<file path="config.mk">
export PLATFORM = sky130hd
export DESIGN_NAME = branch_target_predictor
export DESIGN_NICKNAME = d
export VERILOG_FILES = /design/src/rtl/bp_types_pkg.sv /design/src/rtl/sat_counter.sv /design/src/rtl/branch_target_predictor.sv
export SDC_FILE = /design/constraint.sdc
export NUM_CORES = 2
export LEC_CHECK = 0
export CAP_MARGIN = 20
export CORE_AREA = 3 3 434 479
export DETAILED_ROUTE_END_ITERATION = 12
export DIE_AREA = 0 0 437 482
export GPL_TIMING_DRIVEN = 1
export PLACE_DENSITY = 0.46
export SLEW_MARGIN = 15
export SYNTH_ARGS = -nofsm -noshare
export SYNTH_HDL_FRONTEND = slang
export SYNTH_HIERARCHICAL = 1
export SYNTH_SLANG_ARGS = --single-unit
export TNS_END_PERCENT = 10
</file>
<file path="constraint.sdc">
create_clock -name CLK -period 12.5 [get_ports CLK]
set_input_delay 1.875 -clock CLK [delete_from_list [all_inputs] [get_ports CLK]]
set_output_delay 1.875 -clock CLK [all_outputs]
set_load 0.05 [all_outputs]
</file>
<file path="src/rtl/bp_types_pkg.sv">
// rtl/bp_types_pkg.sv - shared types and helpers for the branch target predictor
package bp_types_pkg;

    // Default geometry, used for the reference entry layout below.
    localparam int BP_ENTRIES_DEF = 16;
    localparam int BP_CNT_W_DEF   = 2;
    localparam int BP_WORD_W_DEF  = 32;
    localparam int BP_IDX_W_DEF   = $clog2(BP_ENTRIES_DEF);
    localparam int BP_TAG_W_DEF   = BP_WORD_W_DEF - 2 - BP_IDX_W_DEF;

    // Reference entry layout at default geometry; the top builds the same
    // field order from its own parameters.
    typedef struct packed {
        logic                     valid;
        logic [BP_TAG_W_DEF-1:0]  tag;
        logic [BP_WORD_W_DEF-1:0] target;
        logic [BP_CNT_W_DEF-1:0]  cnt;
    } bp_entry_t;

    // Index width of a table with the given number of entries.
    function automatic int idx_w(input int entries);
        return $clog2(entries);
    endfunction

    // Tag width: everything above the index, excluding the byte offset.
    function automatic int tag_w(input int word_w, input int entries);
        return word_w - 2 - $clog2(entries);
    endfunction

    // Weakly taken: MSB set, rest clear (1 when the counter is one bit wide).
    function automatic logic [31:0] cnt_weak_taken(input int cnt_w);
        return 32'd1 << (cnt_w - 1);
    endfunction

    // Weakly not taken: MSB clear, rest set (0 when the counter is one bit wide).
    function automatic logic [31:0] cnt_weak_nt(input int cnt_w);
        return cnt_weak_taken(cnt_w) - 32'd1;
    endfunction

endpackage

</file>
<file path="src/rtl/sat_counter.sv">
// rtl/sat_counter.sv - combinational saturating up/down counter next-value
module sat_counter #(
    parameter int CNT_W = 2
) (
    input  logic [CNT_W-1:0] cnt_i,
    input  logic             inc_i,
    output logic [CNT_W-1:0] cnt_o
);

    // Step toward the outcome, holding at all-ones or zero.
    always_comb begin
        cnt_o = cnt_i;
        if (inc_i) begin
            if (cnt_i != {CNT_W{1'b1}}) begin
                cnt_o = cnt_i + CNT_W'(1);
            end
        end else begin
            if (cnt_i != '0) begin
                cnt_o = cnt_i - CNT_W'(1);
            end
        end
    end

endmodule

</file>
<file path="src/rtl/branch_target_predictor.sv">
// rtl/branch_target_predictor.sv - direct-mapped BTB with saturating counters and perf counters
module branch_target_predictor
    import bp_types_pkg::*;
#(
    parameter int ENTRIES = 16,
    parameter int CNT_W   = 2,
    parameter int WORD_W  = 32
) (
    input  logic              CLK,
    input  logic              RST,
    input  logic [WORD_W-1:0] lookup_pc,
    output logic              pred_hit,
    output logic              pred_taken,
    output logic [WORD_W-1:0] pred_npc,
    input  logic              upd_en,
    input  logic [WORD_W-1:0] upd_pc,
    input  logic              upd_taken,
    input  logic [WORD_W-1:0] upd_target,
    input  logic              upd_mispredict,
    input  logic              inv_all,
    output logic [31:0]       branch_cnt,
    output logic [31:0]       mispred_cnt
);

    localparam int IDX_W = idx_w(ENTRIES);
    localparam int TAG_W = tag_w(WORD_W, ENTRIES);
    localparam logic [CNT_W-1:0] CNT_WT = CNT_W'(cnt_weak_taken(CNT_W));
    localparam logic [CNT_W-1:0] CNT_WNT = CNT_W'(cnt_weak_nt(CNT_W));

    typedef struct packed {
        logic              valid;
        logic [TAG_W-1:0]  tag;
        logic [WORD_W-1:0] target;
        logic [CNT_W-1:0]  cnt;
    } entry_t;

    entry_t table_q [ENTRIES];
    entry_t table_d [ENTRIES];

    logic [31:0] branch_cnt_q, branch_cnt_d;
    logic [31:0] mispred_cnt_q, mispred_cnt_d;

    logic [IDX_W-1:0] lk_idx;
    logic [TAG_W-1:0] lk_tag;
    logic [IDX_W-1:0] upd_idx;
    logic [TAG_W-1:0] upd_tag;
    entry_t           lk_entry;
    entry_t           upd_entry;
    logic             upd_hit;
    logic [CNT_W-1:0] cnt_next;

    // Byte-offset bits of word-aligned PCs carry no information.
    logic unused_pc_bits;
    assign unused_pc_bits = ^{lookup_pc[1:0], upd_pc[1:0]};

    assign lk_idx    = lookup_pc[IDX_W+1:2];
    assign lk_tag    = lookup_pc[WORD_W-1:IDX_W+2];
    assign upd_idx   = upd_pc[IDX_W+1:2];
    assign upd_tag   = upd_pc[WORD_W-1:IDX_W+2];
    assign lk_entry  = table_q[lk_idx];
    assign upd_entry = table_q[upd_idx];
    assign upd_hit   = upd_entry.valid && (upd_entry.tag == upd_tag);

    sat_counter #(
        .CNT_W (CNT_W)
    ) u_sat_counter (
        .cnt_i (upd_entry.cnt),
        .inc_i (upd_taken),
        .cnt_o (cnt_next)
    );

    // Same-cycle lookup from registered state only; an update this cycle is not visible.
    always_comb begin
        pred_hit   = lk_entry.valid && (lk_entry.tag == lk_tag);
        pred_taken = pred_hit && lk_entry.cnt[CNT_W-1];
        pred_npc   = pred_taken ? lk_entry.target : (lookup_pc + WORD_W'(4));
    end

    // Table next state: a flush wins over a same-cycle training update.
    always_comb begin
        table_d = table_q;
        if (inv_all) begin
            for (int i = 0; i < ENTRIES; i++) begin
                table_d[i].valid = 1'b0;
            end
        end else if (upd_en) begin
            if (upd_hit) begin
                table_d[upd_idx].cnt = cnt_next;
                if (upd_taken) begin
                    table_d[upd_idx].target = upd_target;
                end
            end else if (upd_taken) begin
                table_d[upd_idx].valid  = 1'b1;
                table_d[upd_idx].tag    = upd_tag;
                table_d[upd_idx].target = upd_target;
                table_d[upd_idx].cnt    = CNT_WT;
            end
        end
    end

    // Table registers; reset leaves every entry invalid and weakly not taken.
    always_ff @(posedge CLK) begin
        if (RST) begin
            for (int i = 0; i < ENTRIES; i++) begin
                table_q[i].valid  <= 1'b0;
                table_q[i].tag    <= '0;
                table_q[i].target <= '0;
                table_q[i].cnt    <= CNT_WNT;
            end
        end else begin
            for (int i = 0; i < ENTRIES; i++) begin
                table_q[i] <= table_d[i];
            end
        end
    end

    // Perf counters count every retired branch, even one dropped by a flush.
    always_comb begin
        branch_cnt_d  = branch_cnt_q;
        mispred_cnt_d = mispred_cnt_q;
        if (upd_en) begin
            branch_cnt_d = branch_cnt_q + 32'd1;
            if (upd_mispredict) begin
                mispred_cnt_d = mispred_cnt_q + 32'd1;
            end
        end
    end

    // Perf counter registers, wrapping silently.
    always_ff @(posedge CLK) begin
        if (RST) begin
            branch_cnt_q  <= '0;
            mispred_cnt_q <= '0;
        end else begin
            branch_cnt_q  <= branch_cnt_d;
            mispred_cnt_q <= mispred_cnt_d;
        end
    end

    assign branch_cnt  = branch_cnt_q;
    assign mispred_cnt = mispred_cnt_q;

endmodule

</file>
# --- After elaboration in Yosys (flattened, before gate mapping) ---
# Index checks and enable logic that the tools add are counted.
classes:
  reduce_logical: 10
  addsub: 5
  n_lt_le_gt_ge: 3
  bitwise_logic: 3
  n_mux: 27
  n_eq_ne: 3
op_table:
  columns: ["cell", "n"]
  rows:
  - ["bitwise mux 976 bit", 6]
  - ["two-way mux 976 bit", 3]
  - ["demux 61 bit (select 4 bit)", 4]
  - ["binary-select mux 61 bit (select 4 bit)", 2]
  - ["two-way mux 61 bit", 5]
  - ["adder 32 x 1 -> 32 bit (second input constant)", 2]
  - ["two-way mux 60 bit", 1]
  - ["== test 26 bit", 2]
  - ["two-way mux 34 bit", 1]
  - ["adder 32 x 3 -> 32 bit (second input constant)", 1]
  - ["two-way mux 32 bit", 1]
  - ["greater-or-equal comparator 5 bit (second input constant)", 2]
  - ["NOT 4 -> 5 bit", 2]
  - ["two-way mux 2 bit", 4]
  - ["less-than comparator 5 x 1 -> 1 bit (second input constant)", 1]
  - ["logical AND 1 bit", 4]
  - ["AND reduction 2 bit", 2]
  - ["nonzero test 2 bit", 2]
  - ["AND reduction 3 bit", 1]
  - ["adder 2 x 1 -> 2 bit (second input constant)", 1]
  - ["!= test 2 bit (second input constant)", 1]
  - ["OR reduction 2 bit", 1]
  - ["subtractor 2 x 1 -> 2 bit (second input constant)", 1]
  - ["NOT 1 bit", 1]
word_totals:
  word_cells: 117
  regBits: 1040
  output_inout_bits: 98
  input_bits: 102

# --- Longest topological paths before layout ---
depth:
  depth_word: 11
  depth_mapped: 17
  ltp_nobuf: 9

# --- Modules after synthesis ---
# Netlist, hierarchy kept.
modules_own_cells:
  columns: ["module", "area_each_um2", "cells_per_inst", "instances", "seq_area_each_um2"]
  rows:
  - ["branch_target_predictor", 50691.1, 5258, 1, 20820.0]
  - ["sat_counter", 26.3, 3, 1, 0.0]

# --- Worst setup path after synthesis ---
# Ideal clock, no wire load.
synth_timing:
  path_kind: "in2out"
  start: "input lookup_pc[3]"
  end: "output pred_npc[2]"
  t_arrival_ps: 6351
  required_ps: 10625
  n_path_buf: 5
  path_slack_ps: 4274
  path_stages: 13
  path_cell_list: "buf_2 -> buf_4 -> buf_2 -> buf_2 -> mux4_2 -> mux4_2 -> xor2_1 -> nor4_1 -> nand3_1 -> nor4_2 -> nand2_1 -> buf_2 -> mux2i_1"
synth_between:
  elab_chain_cells: 8
synth_lines:
  columns: ["item", "line", "rtl"]
  rows:
  - ["start, declared", "branch_target_predictor.sv:11", "input logic [WORD_W-1:0] lookup_pc,"]
  - ["NOT 4 -> 5 bit (implied by the code) *", "branch_target_predictor.sv:60", "assign lk_entry = table_q[lk_idx];"]
  - ["binary-select mux 61 bit (select 4 bit) *", "branch_target_predictor.sv:60", null]
  - ["two-way mux 61 bit (implied by the code) * (2 in a row)", "branch_target_predictor.sv:60", null]
  - ["== test 26 bit", "branch_target_predictor.sv:74", "pred_hit = lk_entry.valid && (lk_entry.tag == lk_tag);"]
  - ["logical AND 1 bit *", "branch_target_predictor.sv:74", null]
  - ["via pred_hit", "branch_target_predictor.sv:12", "output logic pred_hit,"]
  - ["logical AND 1 bit *", "branch_target_predictor.sv:75", "pred_taken = pred_hit && lk_entry.cnt[CNT_W-1];"]
  - ["two-way mux 32 bit *", "branch_target_predictor.sv:76", "pred_npc = pred_taken ? lk_entry.target : (lookup_pc + WORD_W'(4));"]
  - ["end, declared", "branch_target_predictor.sv:14", "output logic [WORD_W-1:0] pred_npc,"]
# Mark *: on every way through the listed nets, which the timed path passes. The rest lies on a longest branch. The select of a mux whose other input is x is not followed.

# --- Final worst setup path ---
layout_timing:
  start: "input lookup_pc[3]"
  end: "output pred_npc[31]"
layout_between:
  elab_chain_cells: 8
  word_cells_on_any_way: 9
  classes_between: "1 x add/sub; 1 x eq/ne; 4 x mux; 1 x bitwise; 2 x reduce/logical"
layout_lines:
  columns: ["item", "line"]
  rows:
  - ["NOT 4 -> 5 bit (implied by the code)", "branch_target_predictor.sv:60"]
  - ["binary-select mux 61 bit (select 4 bit)", "branch_target_predictor.sv:60"]
  - ["two-way mux 61 bit (implied by the code) (2 in a row)", "branch_target_predictor.sv:60"]
  - ["== test 26 bit", "branch_target_predictor.sv:74"]
  - ["logical AND 1 bit", "branch_target_predictor.sv:74"]
  - ["logical AND 1 bit", "branch_target_predictor.sv:75"]
  - ["two-way mux 32 bit *", "branch_target_predictor.sv:76"]
# Every way passes the cells marked *; elsewhere a longest branch is shown, timed or not. The select of a mux whose other input is x is not followed.

==> reports/summary.txt <==
Status - finished clean
Xor-xnor portion of the synthesized cell area - 2.711%
Seq/Total Area, Yosys - 41.05%
Core ar. - 203,800 sq um
Share of the synthesized area in the top cell type - 41.05%
TNS Setup - 0 ps
Place WS - 2980 ps
Critical hold path startpoint - table_q[453]
Iter 0 DRT Violations - 3,436
Yosys cell types - 67
Clock group share of total power - 47.5%
Worst-skew pair later-pin latency - 790 ps
Cell internal pwr - 5.505 mW
Initial antenna violation count - 26
Async set-reset flop share out of synthesis - 0%
Total net switching power - 1.840 mW
Routed wl met2 - 92,320 um
Gate Count Post-Synth - 5,261
Post-synth EDFFs - 0
Drt first pass iters - 6
Sw frac - 25.05%
Die H - 482 um
Worst setup startpoint - lookup_pc[3]
Most frequent cells in the layout - nand2_1, dfxtp_1, a21oi_1
Final core occ - 28.49%
Total setup buffers inserted after CTS - 0
Resize count post-CTS - 0
Worst setup SP type - primary input
Overall routing resource usage - 17.30%
Period utilisation layout - 75.56%
Power per cell area - 126.5 nW/um^2
Leakage - 18.58 nW
Max-cap violations - 0
Largest net degree at the start of global routing - 225
RSZ-0062 raised after global routing - no
Worst reg-to-reg setup slack - 8150 ps
Yosys Warn Count - 6
Antenna Nets Post-Route - 0
CTS max path bufs - 3
Fin. Hold Viols - 0
Initial Util - 24.89%
Least-Margin Pin Slew - 1117 ps
Maximum VDD drop - 0.1197 mV
Share of post-route cells with drive strength above 1 - 14.22%
Ys flop type - dfxtp_1
Most common cell after layout, fill and taps aside - nand2_1
Total Die Area - 210,600 sq um
First-pass GRT wire length - 271,500 um
Root Driver - clkbuf_16
Final wirelength - 187,900 um
Adder-cell share of the synthesized area - 0.1184%
Worst hold path type - flip-flop to flip-flop
Relative slew slack - 24.97%
TritonCTS buffer count - 115
Max layer used - met5
Final WS setup - 3054 ps
RR Startpoint - table_q[542]
DR WL met3 - 10,800 um
Cell Area, Synth - 50,720 sq um
CP max FO - 71
Final setup violation count - 0
Synth Net Count - 5,366
Simple-Gate Fraction of Synth Area - 14.59%
Critical path arrival - 7570 ps
Seq cells post-synth - 1,040
Die width - 437 um
Placed Cells - 7,741
Final Non-Filler Cells - 7,954
Filler cell count - 21,420
Post-synthesis mux area share - 27.97%
Worst Setup End Kind - primary output
Vias in the first global route - 38,150
Via count - 39,110
Worst Skew - 97.29 ps
Post-detailed-route DRC marker count - 0
Synth Area in Compound Gates - 7.677%
M1 WL - 78,970 um
Final HPWL DP - 107,800 um
CTS Hold Bufs - 0
Syn_area_per_cell - 9.640 sq um
Gpl congestion - 0.7880
Yosys top cell by area - dfxtp_1
Clk sinks - 1,040
Port Buffers - 197
Area growth, synth to finish - 14.48%
Clk slew on worst S/H paths - 60 ps
Gate power share - 7.0%
# nets final - 5,236
Main combinational cell family by area after synthesis - multiplexers
Seq pwr share - 45.5%
CTS tree - done
Synth area leaders - dfxtp_1, mux4_2, mux2i_1, nand2_1, a21oi_1
Wire per inst - 23.62 um
Max Clk Rate - 105.9 MHz
Critical path data required time - 10,620 ps
Tmin final - 9446 ps
Total I/O pin count - 200
Post-DR vias/cell - 4.917
H-Tree Level Count - 3
Crit path kind - primary input to primary output
Row count - 174
Grt ovf - 0
Fin. max-slew vios - 0
-- worst max-delay path, stage by stage --
cell and delay [ps]:
buf_8 530, buf_4 860, mux4_2 360, mux2i_1 70, a21oi_1 430, xor2_1 110, or4_1 730, nor4_2 370
nand2_2 660, mux2_2 570, clkdlybuf4s50_1 840
-- cells by family (layout without fill, tap and decap cells) --
group | Yosys count | count (layout)
and+or+nand+nor | 1848 | 1848
DFF | 1040 | 1040
muxes | 955 | 955
AOI/OAI and AO/OA | 717 | 717
buffers and inverters | 539 | 497
xor gates and xnor gates | 157 | 157
adders and majority gates | 5 | 5
other | 0 | 7
-- through the flow --
step / hold WS, ps / area [sq um] / power, mW
global placement: 438.2 / 54110 / 3.926
detailed placement: 443.3 / 54110 / 3.928
global route: 466.9 / 58050 / 7.598
CTS: 451.6 / 58010 / 7.445
finish: 450.1 / 58060 / 7.345
floorplan: 431.0 / 50720 / 3.762
-- registers in the layout, indices dropped and copies added, names as in the netlist --
signal,cells
branch_cnt,32
mispred_cnt,32
table_q,976
-- cell usage after synthesis, drive strengths merged, types with 3 or more instances --
library cell,instances
nand2b,8
or2,3
a221oi,7
nor3,27
dlygate4sd3,15
nor4,11
clkbuf,323
a31oi,19
o21ai,53
nand3,36
inv,10
o211ai,4
a22o,3
xnor2,76
ha,3
dlygate4sd1,5
o22a,16
mux2i,538
nand4b,3
nand2,1117
nor2b,10
dfxtp,1040
and4,6
or3,15
nand4,20
a21oi,566
mux2,58
a22oi,15
xor2,81
nor2,541
buf,186
a211o,5
and3,31
mux4,359
o22ai,16
a211oi,3
and2,12
-- area by class of cell --
class	instances	area (sq um)	area share (%)
well taps	2728	3413	5.879
multi-input cells	3682	27170	46.81
inverters	10	37.54	0.06465
flip-flops and latches	1040	20820	35.86
repair buffers	282	2693	4.638
clock buffers	181	3517	6.058
diodes	7	17.52	0.03017
clock inverters	24	386.6	0.6659
-- per-layer routing --
layer  GRT usage (%)  vias up
met4           5.610       10
met2           29.62     1182
met5               0        -
met3           2.749      287
met1           22.22    19680
li1                -    17950
-- path summary, 6_finish.rpt --
| kind | end | cells after the start |
|---|---|---|
| setup / recovery | pred_npc[31] | 11 |
| hold / removal | table_q[453] | 2 |
| setup reg to reg | table_q[0] | 10 |
| hold reg to reg | table_q[453] | 2 |
-- power by group through the flow --
| stage | Sequential, mW | Combinational (mW) | Clock [mW] |
|---|---|---|---|
| after CTS | 3.34 | 0.517 | 3.59 |
| after detailed placement | 3.41 | 0.516 | 0 |
| after floorplan | 3.41 | 0.349 | 0 |
| final | 3.34 | 0.514 | 3.49 |
| after global placement | 3.41 | 0.515 | 0 |
| after global routing | 3.34 | 0.545 | 3.71 |
No activity file was read; power rests on OpenSTA's default activity.
